==> config.mk <==
export PLATFORM = sky130hd
export DESIGN_NAME = cla_serial_adder
export DESIGN_NICKNAME = d
export VERILOG_FILES = /design/src/rtl/cla_serial_adder_pkg.sv /design/src/rtl/cla_serial_adder_cla.sv /design/src/rtl/cla_serial_adder.sv
export SDC_FILE = /design/constraint.sdc
export NUM_CORES = 1
export LEC_CHECK = 0
export CAP_MARGIN = 15
export CORE_AREA = 2 2 94 96
export CTS_BUF_LIST = sky130_fd_sc_hd__clkbuf_4 sky130_fd_sc_hd__clkbuf_8
export CTS_CLUSTER_SIZE = 10
export DETAILED_ROUTE_END_ITERATION = 10
export DIE_AREA = 0 0 96 98
export PLACE_DENSITY = 0.65
export SYNTH_ARGS = -nofsm -noshare
export SYNTH_HDL_FRONTEND = slang
export SYNTH_SLANG_ARGS = --single-unit
export TNS_END_PERCENT = 50
==> constraint.sdc <==
create_clock -name clk -period 1.75 [get_ports clk]
set_input_delay 0.4375 -clock clk [delete_from_list [all_inputs] [get_ports clk]]
set_output_delay 0.4375 -clock clk [all_outputs]
set_load 0.02 [all_outputs]
==> src/rtl/cla_serial_adder_pkg.sv <==
// Shared definitions for the digit-serial CLA adder.
//   SLICE_W : width of the combinational carry-lookahead slice (bits per cycle)
//   state_t : control FSM encoding (IDLE / RUN / DONE)
package cla_serial_adder_pkg;

    localparam int SLICE_W = 4;

    typedef enum logic [1:0] {
        IDLE = 2'd0,
        RUN  = 2'd1,
        DONE = 2'd2
    } state_t;

endpackage

==> src/rtl/cla_serial_adder_cla.sv <==
// 4-bit carry-lookahead adder slice (the CLA block), purely combinational.
// Ports:
//   x, y  : 4-bit addends
//   cin   : carry into bit 0
//   s     : 4-bit sum
//   cout  : carry out of bit 3
module cla_serial_adder_cla
    import cla_serial_adder_pkg::*;
(
    input  logic [SLICE_W-1:0] x,
    input  logic [SLICE_W-1:0] y,
    input  logic               cin,
    output logic [SLICE_W-1:0] s,
    output logic               cout
);

    logic [SLICE_W-1:0] g;
    logic [SLICE_W-1:0] p;
    logic [SLICE_W:0]   c;

    assign g = x & y;
    assign p = x ^ y;

    // Every carry is expanded directly from generate/propagate terms so no
    // carry ripples through a previous carry.
    assign c[0] = cin;
    assign c[1] = g[0] | (p[0] & cin);
    assign c[2] = g[1] | (p[1] & g[0]) | (p[1] & p[0] & cin);
    assign c[3] = g[2] | (p[2] & g[1]) | (p[2] & p[1] & g[0])
                | (p[2] & p[1] & p[0] & cin);
    assign c[4] = g[3] | (p[3] & g[2]) | (p[3] & p[2] & g[1])
                | (p[3] & p[2] & p[1] & g[0])
                | (p[3] & p[2] & p[1] & p[0] & cin);

    assign s    = p ^ c[SLICE_W-1:0];
    assign cout = c[SLICE_W];

endmodule

==> src/rtl/cla_serial_adder.sv <==
// Digit-serial wide adder: adds two WIDTH-bit operands one 4-bit CLA slice per
// clock, least-significant slice first, with the carry held in a register
// between slices.
// Ports:
//   clk, rst            : clock (rising edge), asynchronous active-high reset
//   in_valid / in_ready : operand handshake (a, b, cin captured on accept)
//   a, b, cin           : operands and carry-in to slice 0
//   out_valid/out_ready : result handshake
//   sum, cout, ovf      : registered result, carry out of MSB, signed overflow
module cla_serial_adder
    import cla_serial_adder_pkg::*;
#(
    parameter int WIDTH = 16
) (
    input  logic             clk,
    input  logic             rst,
    input  logic             in_valid,
    output logic             in_ready,
    input  logic [WIDTH-1:0] a,
    input  logic [WIDTH-1:0] b,
    input  logic             cin,
    output logic             out_valid,
    input  logic             out_ready,
    output logic [WIDTH-1:0] sum,
    output logic             cout,
    output logic             ovf
);

    localparam int NSLICE = WIDTH / SLICE_W;
    localparam int CNT_W  = (NSLICE > 1) ? $clog2(NSLICE) : 1;

    generate
        if ((WIDTH % SLICE_W) != 0 || WIDTH < SLICE_W) begin : g_width_check
            $error("cla_serial_adder: WIDTH must be a multiple of 4 and >= 4");
        end
    endgenerate

    state_t             state;
    state_t             state_nxt;

    logic [WIDTH-1:0]   a_sh;
    logic [WIDTH-1:0]   b_sh;
    logic [WIDTH-1:0]   sum_sh;
    logic               carry_reg;
    logic               a_msb;
    logic               b_msb;
    logic [CNT_W-1:0]   cnt;
    logic               cout_reg;
    logic               ovf_reg;

    logic [SLICE_W-1:0] slice_s;
    logic               slice_cout;
    logic               accept;
    logic               last_slice;
    // Sum shift register with the new slice prepended; taking the upper WIDTH
    // bits shifts right by one slice and also works when WIDTH == SLICE_W.
    logic [WIDTH+SLICE_W-1:0] sum_cat;

    cla_serial_adder_cla u_cla (
        .x    (a_sh[SLICE_W-1:0]),
        .y    (b_sh[SLICE_W-1:0]),
        .cin  (carry_reg),
        .s    (slice_s),
        .cout (slice_cout)
    );

    assign accept     = (state == IDLE) && in_valid;
    assign last_slice = (cnt == CNT_W'(NSLICE - 1));
    assign sum_cat    = {slice_s, sum_sh};

    // State register
    always_ff @(posedge clk or posedge rst) begin
        if (rst) begin
            state <= IDLE;
        end else begin
            state <= state_nxt;
        end
    end

    // Next-state logic
    always_comb begin
        state_nxt = state;
        unique case (state)
            IDLE:    if (in_valid)   state_nxt = RUN;
            RUN:     if (last_slice) state_nxt = DONE;
            DONE:    if (out_ready)  state_nxt = IDLE;
            default:                 state_nxt = IDLE;
        endcase
    end

    // Handshake outputs
    always_comb begin
        in_ready  = 1'b0;
        out_valid = 1'b0;
        unique case (state)
            IDLE:    in_ready  = 1'b1;
            DONE:    out_valid = 1'b1;
            default: ;
        endcase
    end

    // Datapath: capture on accept, one slice per RUN cycle.
    always_ff @(posedge clk or posedge rst) begin
        if (rst) begin
            a_sh      <= '0;
            b_sh      <= '0;
            sum_sh    <= '0;
            carry_reg <= 1'b0;
            a_msb     <= 1'b0;
            b_msb     <= 1'b0;
            cnt       <= '0;
            cout_reg  <= 1'b0;
            ovf_reg   <= 1'b0;
        end else if (accept) begin
            a_sh      <= a;
            b_sh      <= b;
            carry_reg <= cin;
            a_msb     <= a[WIDTH-1];
            b_msb     <= b[WIDTH-1];
            cnt       <= '0;
        end else if (state == RUN) begin
            a_sh      <= a_sh >> SLICE_W;
            b_sh      <= b_sh >> SLICE_W;
            sum_sh    <= sum_cat[WIDTH+SLICE_W-1:SLICE_W];
            carry_reg <= slice_cout;
            cnt       <= cnt + 1'b1;
            // cout/ovf are latched only on the final slice so the visible
            // result never moves at the acceptance edge.
            if (last_slice) begin
                cout_reg <= slice_cout;
                ovf_reg  <= (a_msb == b_msb) && (slice_s[SLICE_W-1] != a_msb);
            end
        end
    end

    assign sum  = sum_sh;
    assign cout = cout_reg;
    assign ovf  = ovf_reg;

endmodule

==> implementation parameters <==
Parameter                              Value

STA
  Setup slack of the critical path after layout    0.0727 ns
  Final critical delay including setup and external delays    1.68 ns
  Relative slew margins    0.703
  Worst Max-Slew Pin Slew    0.444 ns
  Final setup violation count    0
  Maximum clock frequency    596 MHz
  Final Hold Fails    0
  Final period utilization    0.958
  Worst hold slack    0.466 ns
  Final number of max-transition violations    0
  RSZ-0062 raised after global routing    false
  Setup Skew    approximately 0.0053 ns

Clocking
  Clock tree from TritonCTS    yes
  Buffer type at the clock tree root    sky130_fd_sc_hd__clkbuf_8
  Clock latency reported for the late side of the worst-skew pair    0.34 ns
  Clock Sinks    57
  Cts-stage hold buffer count    0
  Number of levels the H-tree was split into    3
  TritonCTS buffer count    9
  Maximum count of clock buffers along a single path    2
  Clock slew seen by the registers of the worst setup and hold paths    0.06 ns

Global routing
  Sum of overflow across all layers after global routing    0
  Gr usage total    0.136
  Maximum number of pins on one net before global-route repair    between 50 and 60
  Number of antenna violations at the first check in global routing    0
  Vias in the first global route    1972
  First-pass GRT wire length    9700 um

Detailed routing
  Average wire length per cell after detail routing    13.2 um
  Final routed wirelength across all metal layers    5830 um
  Starting DRT DRC Count    84
  Via total after detailed routing    2002
  Count of TritonRoute iterations in the first routing pass    4
  Number of remaining DRC errors    0
  Antenna Violating Nets Remaining    0
  Drt via density    4.55

Placement
  Post-placement worst setup slack    -0.0517 ns
  Final weighted congestion in routability-driven placement    0.750
  Post-DP HPWL    approximately 4000 um
  Port-buffer cells    56
  Placed instance area    3250 um2
  Count of placed standard cells including taps    421

Finish
  Summed area of non-filler cells in the final layout    3550 um2
  Area added between synthesis and finish    43.5%
  Share of the core filled with cells    0.419
  Seq. cell area    1430 um2
  Non-filler instance count after layout    440
  Filler cell count    840
  ANT cells    0
  Fraction of final layout cells sized beyond drive strength 1    0.154
  Area of the multi-input gates    around 1000 um2
  Layout net count    370

Synth
  Number of distinct standard cells referenced by the synthesized netlist    32
  Per-instance average area after synthesis    ~9.7 um2
  Biggest area consumer among synthesized cells    sky130_fd_sc_hd__dfrtp_1
  Total of flip-flops plus latches after synthesis    57
  Top area cells in the synthesized netlist    sky130_fd_sc_hd__dfrtp_1 58%, sky130_fd_sc_hd__nand2_1 15%, sky130_fd_sc_hd__a22oi_1 7.0%
  Number of warnings issued by yosys    0
  Synthesized Nets    ~300
  Sequential share of the synthesized area    0.577
  Share of the synthesized area in the top cell type    0.577
  Most frequently used flop master after synthesis    sky130_fd_sc_hd__dfrtp_1
  Number of flops mapped to enable cells by yosys    0
  Post-synth ARST share    1.00
  Netlist Area Pre-Place    2470 um2
  Cells after Synth    between 200 and 300

Worst setup path
  R2R setup slack    0.07 ns
  CP required    2.03 ns
  Data arrival time of the worst path    between 1.5 and 2 ns
  Crit end category    flop
  Worst-path fanout max    6
  Cell depth of the worst setup path    5
  Capture instance of the worst register-to-register path    ovf
  Number of cell instances on the worst register-to-register path    5
  Type of the worst setup path    reg -> reg
  CP max stage cell    sky130_fd_sc_hd__or4_1
  Launch point of the critical path    cnt[1]
  Series of cell instances along the critical path    ha_4 > nand3b_4 > or3_1 > or4_1 > nand3_2
  Worst Path Buf+Inv    0
  Worst setup path endpoint    ovf
  Launch point of the worst reg-to-reg path    cnt[1]
  Critical path's top delay family    simple AND/OR/NAND/NOR gates
  Type of origin of the critical path    flop
  Slowest stage delay, CP    between 0.5 and 0.6 ns

Floorplan
  Site Rows    34
  Std-Cell Core Area    roughly 8500 um2
  Vertical extent of the die    98 um
  Effective utilization at floorplan    0.292
  Die area    between 9000 and 10000 um2
  Overall die width    96 um
  Number of placed I/O pins    57

Pwr
  Worst-case vdd ir drop    0.000598 V
  Leakage dissipation    1.77 nW
  PD cells    roughly 1900 nW/um2

Flow run
  Number of violations of the max-capacitance limit    0

Outcome
  Result of the run    completed

Hold path
  Class of the most critical hold timing path    reg -> reg
## final cells by class
class	count	share of cell area
clock buffers	14	0.0508
clock inverters	2	0.00988
inverters	5	0.00635
multi-input cells	179	0.294
flip-flops and latches	57	0.402
well taps	108	0.0381
repair buffers	75	0.199
## what timing repair did
action,in CTS,in global routing
pin swaps,4,2
endpoints found under the hold margin,0,0
buffers inserted,2,1
endpoints found under the setup margin,16,10
resized for setup,15,17
## synthesized netlist by cell type, types with 2 or more instances
| library cell | instances |
|---|---|
| sky130_fd_sc_hd__a22o_1 | 2 |
| sky130_fd_sc_hd__buf_2 | 8 |
| sky130_fd_sc_hd__nor3_1 | 3 |
| sky130_fd_sc_hd__dfrtp_1 | 57 |
| sky130_fd_sc_hd__clkbuf_1 | 7 |
| sky130_fd_sc_hd__nor2_1 | 3 |
| sky130_fd_sc_hd__inv_1 | 5 |
| sky130_fd_sc_hd__a221o_1 | 2 |
| sky130_fd_sc_hd__o21ai_0 | 16 |
| sky130_fd_sc_hd__a22oi_1 | 23 |
| sky130_fd_sc_hd__a211oi_1 | 2 |
| sky130_fd_sc_hd__nor2b_1 | 2 |
| sky130_fd_sc_hd__nand2_1 | 102 |
| sky130_fd_sc_hd__mux2_2 | 2 |
| sky130_fd_sc_hd__ha_1 | 5 |
## worst min-delay path, stage by stage (launching register included)
cell and delay [ns]:
sky130_fd_sc_hd__dfrtp_1 0.33, sky130_fd_sc_hd__nand2_1 0.05, sky130_fd_sc_hd__nand2_1 0.05
## where the power goes
| part | internal, mW | switching [mW] | leakage (nW) |
|---|---|---|---|
| combinational | 1.39 | 1.71 | 0.937 |
| clock | 0.804 | 0.508 | 0.114 |
| sequential | 1.93 | 0.413 | 0.721 |
| total | 4.13 | 2.63 | 1.77 |
## layer usage
layer,part of all wire,GRT usage,wire length [um]
met2,0.46,0.202,2670
met3,0.064,0.0532,371
met5,0,0,0
met1,0.47,0.181,2710
met4,0.013,0.0451,76
## cells in the final DEF (no fill, tap or decap), types with 2 or more instances in the layout
| cell type | count |
|---|---|
| sky130_fd_sc_hd__o21ai_0 | 15 |
| sky130_fd_sc_hd__nor2_1 | 3 |
| sky130_fd_sc_hd__ha_4 | 4 |
| sky130_fd_sc_hd__dlymetal6s2s_1 | 5 |
| sky130_fd_sc_hd__clkbuf_4 | 2 |
| sky130_fd_sc_hd__clkbuf_8 | 12 |
| sky130_fd_sc_hd__a22o_1 | 2 |
| sky130_fd_sc_hd__dlygate4sd2_1 | 14 |
| sky130_fd_sc_hd__a221o_1 | 2 |
| sky130_fd_sc_hd__mux2_2 | 2 |
| sky130_fd_sc_hd__inv_1 | 4 |
| sky130_fd_sc_hd__a211oi_1 | 2 |
| sky130_fd_sc_hd__a22oi_1 | 23 |
| sky130_fd_sc_hd__buf_4 | 18 |
| sky130_fd_sc_hd__nor3_1 | 2 |
| sky130_fd_sc_hd__nand2_1 | 102 |
| sky130_fd_sc_hd__dfrtp_1 | 57 |
| sky130_fd_sc_hd__clkdlybuf4s50_1 | 36 |
## worst min-delay path by stage
stage,start,depth (start not counted),slack [ns],end
floorplan,a_sh[10],2,0.45,a_sh[10]
global placement,sum[3],2,0.46,sum[3]
detailed placement,sum[2],2,0.46,sum[2]
CTS,sum[2],2,0.48,sum[2]
global route,b_sh[8],2,0.49,b_sh[8]
finish,sum[2],2,0.47,sum[2]
## kinds of logic (layout without fill, tap and decap cells)
family / count (synthesis) / count (layout) / share of synthesized area
flip-flops: 57 / 57 / 0.577
adder cells (fa/ha/maj): 6 / 6 / 0.0334
buffers and inverters: 20 / 96 / 0.0344
multiplexers: 2 / 2 / 0.00911
AO/OA/AOI/OAI: 51 / 51 / 0.141
XOR/XNOR: 1 / 1 / 0.00354
AND/OR/NAND/NOR: 119 / 119 / 0.201
## through the flow
step	TNS, ns	power [mW]
finish	0	6.76
CTS	0	6.62
floorplan	0	4.18
global placement	-0.391	5.26
global route	0	7.36
detailed placement	-0.887	5.38
Power figures use the tool's default switching activity.
